`src/rtl/ccd_pkg.sv`:
```
// Shared definitions for the toggle-encoded cross-clock trigger link.
// Both the destination-side responder and the source-side rate limiter use them.
package ccd_pkg;

  localparam int SYNC_STG_MIN = 1;

  typedef enum logic [1:0] {
    ST_EMPTY = 2'd0,
    ST_PEND  = 2'd1,
    ST_SAT   = 2'd2
  } ccd_state_e;

  // Largest trigger count a w-bit pending counter can hold.
  function automatic int pend_max(input int w);
    return (1 << w) - 1;
  endfunction

endpackage

```
`src/rtl/cdc_sync_chain.sv`:
```
// Multi-flop level synchroniser for a single foreign-domain bit.
// Asynchronous active-low reset to 0.
module cdc_sync_chain #(
  parameter int STG = 2
) (
  input  logic clk,
  input  logic rst_n,
  input  logic d,
  output logic q
);

  logic [STG-1:0] sync_q;

  always_ff @(posedge clk or negedge rst_n) begin
    if (!rst_n) begin
      sync_q <= '0;
    end else begin
      sync_q[0] <= d;
      for (int i = 1; i < STG; i++) begin
        sync_q[i] <= sync_q[i-1];
      end
    end
  end

  assign q = sync_q[STG-1];

endmodule

```
`src/rtl/ccd_trigger_responder.sv`:
```
// Destination side of the toggle trigger link: decodes toggle edges into events,
// queues them in a saturating counter and hands them out on a valid/ready port.
module ccd_trigger_responder
  import ccd_pkg::*;
#(
  parameter int SYNC_STG = 2,
  parameter int CNT_W    = 4
) (
  input  logic             clk,
  input  logic             rst_n,
  input  logic             tog_i,
  output logic             trig_valid,
  input  logic             trig_ready,
  output logic             ack_o,
  output logic [CNT_W-1:0] pending,
  output logic             overflow,
  input  logic             ovf_clr
);

  localparam logic [CNT_W-1:0] PEND_MAX = CNT_W'(pend_max(CNT_W));

  if (SYNC_STG < SYNC_STG_MIN) begin : g_stg_chk
    $error("ccd_trigger_responder: SYNC_STG must be at least SYNC_STG_MIN");
  end

  // Saturating step of the pending count; the MSB of the result flags a dropped event.
  function automatic logic [CNT_W:0] sat_step(input logic [CNT_W-1:0] cur,
                                              input logic             ev,
                                              input logic             cons);
    logic [CNT_W-1:0] nxt;
    logic             drop;
    nxt  = cur;
    drop = 1'b0;
    if (ev && !cons) begin
      if (cur == PEND_MAX) drop = 1'b1;
      else                 nxt  = cur + 1'b1;
    end else if (!ev && cons) begin
      nxt = cur - 1'b1;
    end
    return {drop, nxt};
  endfunction

  logic             tog_sync_p0;
  logic             tog_ref_p1;
  logic             ev_p1;
  logic             consume;
  logic             drop;
  logic [CNT_W-1:0] pend_nxt;
  ccd_state_e       state, state_nxt;

  cdc_sync_chain #(.STG(SYNC_STG)) u_tog_sync (
    .clk   (clk),
    .rst_n (rst_n),
    .d     (tog_i),
    .q     (tog_sync_p0)
  );

  // Stage p1: edge decode, registered so the counter sees a flip SYNC_STG+1 edges after sampling
  always_ff @(posedge clk or negedge rst_n) begin
    if (!rst_n) begin
      tog_ref_p1 <= 1'b0;
      ev_p1      <= 1'b0;
    end else begin
      tog_ref_p1 <= tog_sync_p0;
      ev_p1      <= tog_sync_p0 ^ tog_ref_p1;
    end
  end

  assign consume = trig_valid & trig_ready;

  always_comb begin
    {drop, pend_nxt} = sat_step(pending, ev_p1, consume);
  end

  always_comb begin
    state_nxt = state;
    case (state)
      ST_EMPTY: if (pend_nxt != '0) state_nxt = (pend_nxt == PEND_MAX) ? ST_SAT : ST_PEND;
      ST_PEND: begin
        if (pend_nxt == '0)            state_nxt = ST_EMPTY;
        else if (pend_nxt == PEND_MAX) state_nxt = ST_SAT;
      end
      ST_SAT:   if (pend_nxt != PEND_MAX) state_nxt = (pend_nxt == '0) ? ST_EMPTY : ST_PEND;
      default:  state_nxt = ST_EMPTY;
    endcase
  end

  // Stage p2: counter, FSM and all outputs are registered here
  always_ff @(posedge clk or negedge rst_n) begin
    if (!rst_n) begin
      state      <= ST_EMPTY;
      pending    <= '0;
      trig_valid <= 1'b0;
      ack_o      <= 1'b0;
      overflow   <= 1'b0;
    end else begin
      state      <= state_nxt;
      pending    <= pend_nxt;
      trig_valid <= (state_nxt != ST_EMPTY);
      if (consume) ack_o <= ~ack_o;
      if (drop)         overflow <= 1'b1;
      else if (ovf_clr) overflow <= 1'b0;
    end
  end

endmodule

```
`config.mk`:
```
export PLATFORM = sky130hd
export DESIGN_NAME = ccd_trigger_responder
export DESIGN_NICKNAME = d
export VERILOG_FILES = /design/src/rtl/ccd_pkg.sv /design/src/rtl/cdc_sync_chain.sv /design/src/rtl/ccd_trigger_responder.sv
export SDC_FILE = /design/constraint.sdc
export NUM_CORES = 1
export LEC_CHECK = 0
export ABC_AREA = 1
export BUFFER_PORTS_ARGS = -buffer_cell sky130_fd_sc_hd__buf_4
export CAP_MARGIN = 20
export CORE_UTILIZATION = 30
export DETAILED_ROUTE_END_ITERATION = 16
export PLACE_DENSITY = 0.44
export SKIP_CTS_REPAIR_TIMING = 1
export SLEW_MARGIN = 0
export SYNTH_ARGS = -nofsm -noshare
export SYNTH_HDL_FRONTEND = slang
export SYNTH_SLANG_ARGS = --single-unit
```
`constraint.sdc`:
```
create_clock -name clk -period 1.7 [get_ports clk]
set_input_delay 0.34 -clock clk [delete_from_list [all_inputs] [get_ports clk]]
set_output_delay 0.34 -clock clk [all_outputs]
set_load 0.02 [all_outputs]
```
# After elaboration in Yosys (flattened, before gate mapping)
# Index checks and enable logic that the tools add are counted.
[totals] ff_bits=13 latch_bits=0 ramBits=0 mem_bits_ro=0 input_bits=5 output_inout_bits=7 wordCells=41 mem_count=0
[classes] addsub=2 n_mul=0 div=0 order_cmp=0 n_eq_ne=5 shift=0 mux=14 bitwise=3 n_reduce_logical=9
[op_table] cell="4-bit 2-to-1 mux" n=3
[op_table] cell="2-bit 2-to-1 mux" n=5
[op_table] cell="4-bit equality test, second input constant" n=2
[op_table] cell="2-bit one-hot mux with 3 select lines" n=1
[op_table] cell="1-bit 2-to-1 mux" n=5
[op_table] cell="4-bit by 1-bit adder with 4-bit output, second input constant" n=1
[op_table] cell="4-bit zero test" n=1
[op_table] cell="4-bit != test, second input constant" n=1
[op_table] cell="2-bit nonzero test" n=2
[op_table] cell="4-bit nonzero test" n=1
[op_table] cell="4-bit by 1-bit subtractor with 4-bit output, second input constant" n=1
[op_table] cell="2-bit by 1-bit equality test with 1-bit output, second input constant" n=1
[op_table] cell="2-bit equality test, second input constant" n=1
[op_table] cell="1-bit logical AND" n=2
[op_table] cell="1-bit zero test" n=2
[op_table] cell="2-bit zero test" n=1
[op_table] cell="1-bit bitwise AND" n=1
[op_table] cell="1-bit inverter" n=1
[op_table] cell="1-bit XOR" n=1

# Longest topological paths before layout
[logic_depth] word_depth=9 depth_mapped=11

# By module
# From an unflattened synthesis, not the netlist that was laid out.
[hier_totals] hier_cells=81 hier_area_um2=683.2
[modules_own_cells] module="ccd_trigger_responder" instances=1 cells_per_inst=79 area_each_um2=633.1
[modules_own_cells] module="cdc_sync_chain" instances=1 cells_per_inst=2 area_each_um2=50.0

# Worst setup path before layout
# Ideal clock, no wire load.
[synth_timing] path_kind="flip-flop to flip-flop" from="register pending[0]" to="register state[0]" setup_ns=0.117 arrival_time_ns=1.405 required_ns=1.583 slack_ns=0.179 path_stages_with_launch=11 n_path_buf=0 synth_period_minus_slack_ns=1.521 path_cell_list="dfrtp_1 > inv_1 > ha_1 > nand2_1 > nand2_1 > nand2_1 > nand2_2 > nor2_1 > nand3_1 > nand2_1 > nor2_1"
[synth_between] elab_chain_cells=7 elab_cells_between_ends=17 classes_between="add/sub: 2; eq/ne: 3; mux: 10; reduce/logical: 2"
[synth_lines] element="start, declared" line="ccd_trigger_responder.sv:15" text="output logic [CNT_W-1:0] pending,"
[synth_lines] element="start signal, assigned" line="ccd_trigger_responder.sv:98" text="pending <= pend_nxt;"
[synth_lines] element="4-bit by 1-bit subtractor with 4-bit output, or another cell as far along" line="ccd_trigger_responder.sv:38" text="nxt = cur - 1'b1;"
[synth_lines] element="4-bit 2-to-1 mux, on equally long branches" line="ccd_trigger_responder.sv:37, ccd_trigger_responder.sv:35"
[synth_lines] element="4-bit 2-to-1 mux (*)" line="ccd_trigger_responder.sv:34" text="if (ev && !cons) begin"
[synth_lines] element="via pend_nxt[1]" line="ccd_trigger_responder.sv:48" text="logic [CNT_W-1:0] pend_nxt;"
[synth_lines] element="4-bit equality test / 4-bit zero test (equally long branches)"
[synth_lines] element="2-bit 2-to-1 mux, or another cell as far along" line="ccd_trigger_responder.sv:81" text="else if (pend_nxt == PEND_MAX) state_nxt = ST_SAT;"
[synth_lines] element="2-bit 2-to-1 mux, on equally long branches" line="ccd_trigger_responder.sv:80, ccd_trigger_responder.sv:78, ccd_trigger_responder.sv:83"
[synth_lines] element="2-bit one-hot mux with 3 select lines (*)" line="ccd_trigger_responder.sv:77" text="case (state)"
[synth_lines] element="via state_nxt[0]" line="ccd_trigger_responder.sv:49" text="ccd_state_e state, state_nxt;"
[synth_lines] element="end signal, assigned" line="ccd_trigger_responder.sv:97" text="state <= state_nxt;"
[synth_lines] element="end, declared" line="ccd_trigger_responder.sv:49"
# Mark *: on every way through the listed nets, which the timed path passes. The rest lies on a longest branch.
# A chain may end at the register's enable or synchronous reset.

# Worst setup path in the final report
[layout_timing] from="register pending[1]" to="register state[0]"
# The elaborated chain is that of the path after synthesis.

==> impl_metrics.toml <==
[status]
status = "completed"

[sta]
max_freq_ghz = 0.672
timing.slew.headroom_pct = 79.5
holdWs_ps = 169
setup_viol = 0
slew_viol_final = 0
rsz0062_at_grt = "false"
worst_pin_slew_ps = 307
fin_crit_sh_pct = 87.5
tns_ps = 0
hold_violations = 0
min_period_ps = 1490
fin_worst_skew_ps = 1.06

[drt]
final_antenna_net_count = 0
drt-initial-drc-count = 6
routed_via_density = 4.50
dr.pass1.iters = 4
routed_wl_microns = 1300
vias = 553
avgRoutedWirePerCell_microns = 10.5
drc_errors = 0

[placement]
place_area_sq_um = 791
place.gp.congestion = 0.774
port_buffers = 11
dpl.hpwl_microns = 998

[layout]
nNetsFinal = 104
seq_area_sq_um = 325
layout_commonest_cell = "nand2_1"
fillerInstances = 222
most-common-layout-cells = "nand2_1 (20), dfrtp_1 (13), buf_4 (12)"
final_area_sq_um = 830
synthToLayoutAreaGrowth_pct = 23.5
multi_input_area_sq_um = 303
layout-drive-gt1-share_pct = 30.2
diodes = 0

[run]
drv_cap = 0

[clocking]
clk_pin_slew_ps = 80
cts_tree = "built"
insertion_delay_ps = 270
root_buffer = "clkbuf_4"
cts_buffers = 3
clkSinkCount = 13
cts_max_path_buffers = 2
h-tree-depth = 1

[worst_setup_path]
cp.arrival_ps = 1660
path_delay_family = "simple AND/OR/NAND/NOR gates"
reg2reg_to = "state[0]"
crit_chain = "inv_1, ha_1, inv_1, nand2_1, nand2_1, nand2_1, nand2_2, nor2_1, nand3_1, nand2_1, nor2_1"
cp_num_buf_inv = 2
crit_slowest_cell = "dfrtp_1"
cp-start-kind = "register"
slowest_delay_ps = 430
path_depth = 11
regToRegSetupSlack_ps = 210
cp_max_fo = 6
worstSetupEndpointType = "register"
crit_required_ps = 1870
worst_r2r_startpoint = "pending[1]"
path_common_cell = "nand2_1"
reg2reg_depth = 11
crit_type = "reg -> reg"
crit_start = "pending[1]"

[global_routing]
grt_pass1_wl_microns = 2220
grt_pass1_vias = 492
grt_max_degree = 14
grt_usage_pct = 12.4
antenna_found_initial = 0
grt_overflow = 0

[logic_synthesis]
syn_area_per_cell_sq_um = 8.40
synth_cell_types = 20
synthAdderAreaFrac_pct = 3.72
synthCells = 80
syn_nets = 87
yosysSeqAreaShare_pct = 48.4
synth_compound_area_share_pct = 5.21
synth.mux.area_fraction_pct = 0
synthXorXnorAreaFrac_pct = 2.61
synth_top_family_by_area = "simple AND/OR/NAND/NOR gates"
synthSimpleGateAreaFrac_pct = 33.1
yosysWarnings = 0
syn_area_sq_um = 672
synth_seq_cells = 13

[power_and_ir_drop]
p_per_area_mw_per_mm2 = 1670
vdd_drop_max_v = 0.000748
power.leakage_uw = 0.000424

[floorplanning]
start_util_pct = 32.9
pin_count = 12
num_rows = 16
dieHeight_microns = 49.3
dieArea_sq_mm = 0.00243
core_sq_mm = 0.00204
die_x_microns = 49.3

[min_path]
whs_endpoint = "u_tog_sync.sync_q[0]"
hold_start = "tog_i"
min_path_cells = 1
hp-class = "in -> reg"
worst register-to-register path: stages, from the launching register on:
cell and delay [ps]:
dfrtp_1 430, inv_1 100, ha_1 300, inv_1 50, nand2_1 50, nand2_1 40
nand2_1 60, nand2_2 70, nor2_1 80, nand3_1 70, nand2_1 90, nor2_1 40
stage by stage:
stage          instances  total power (uW)  utilization [%]  setup WS (ps)
6_report             123              1380             40.6            212
3_5_place_dp         118              1200             38.7            183
5_1_grt              123              1520             40.6           24.3
2_1_floorplan         80               974                -            179
3_3_place_gp         118              1210             38.7            145
4_1_cts              122              1390             40.0            168
cell usage after synthesis:
master / number / area share, %
ha_1: 2 / 3.7
inv_2: 2 / 1.1
a21oi_1: 1 / 0.74
nor2_2: 1 / 0.93
nor2_1: 5 / 2.8
dfrtp_1: 13 / 48
nand3_1: 6 / 4.5
o22ai_1: 1 / 0.93
or2_1: 1 / 0.93
nand2_2: 6 / 5.6
xor2_1: 1 / 1.3
nand2_1: 20 / 11
inv_1: 9 / 5.0
nor3_2: 1 / 1.5
o21ai_1: 3 / 2.2
buf_2: 1 / 0.74
nand4_1: 3 / 2.8
a21oi_2: 1 / 1.3
nand3_2: 2 / 3.0
xnor2_1: 1 / 1.3
worst max path at each step:
stage,to,slack [ps]
6_report,state[0],210
5_1_grt,state[0],20
4_1_cts,state[0],170
3_5_place_dp,state[0],180
3_3_place_gp,state[0],150
2_1_floorplan,state[0],180
cell type report:
type	count	area share (%)
Inverter	11	4.98
Tap cell	27	4.07
Multi-Input combinational cell	55	36.5
Sequential cell	13	39.2
Timing Repair Buffer	13	12.1
Clock buffer	4	3.17
per-layer routing:
layer  track usage, %  share of wire (%)  up-vias
met5                0                  0        -
met4             8.82                2.6        0
met3             2.80                2.0        4
met2             16.4                 44        5
met1             17.2                 51      261
li1                 -                  -      283
report_power, final:
group | switching, uW | internal (uW) | leakage (uW)
Clock | 96.7 | 90.9 | 0.0000150
Sequential | 108 | 396 | 0.000152
Combinational | 416 | 275 | 0.000257
flip-flops by register name, indices dropped and copies added, names as in the netlist:
| signal | cells |
|---|---|
| pending | 4 |
| state | 2 |
| overflow | 1 |
| u_tog_sync.sync_q | 2 |
| tog_ref_p1 | 1 |
| ev_p1 | 1 |
| trig_valid | 1 |
| ack_o | 1 |
cell families (layout without fill, tap and decap cells):
group,Yosys count,after routing
compound gates,6,6
simple gates,45,45
buf+inv,12,28
fa+ha+maj,2,2
xor+xnor,2,2
flops,13,13
Power figures use the tool's default switching activity.
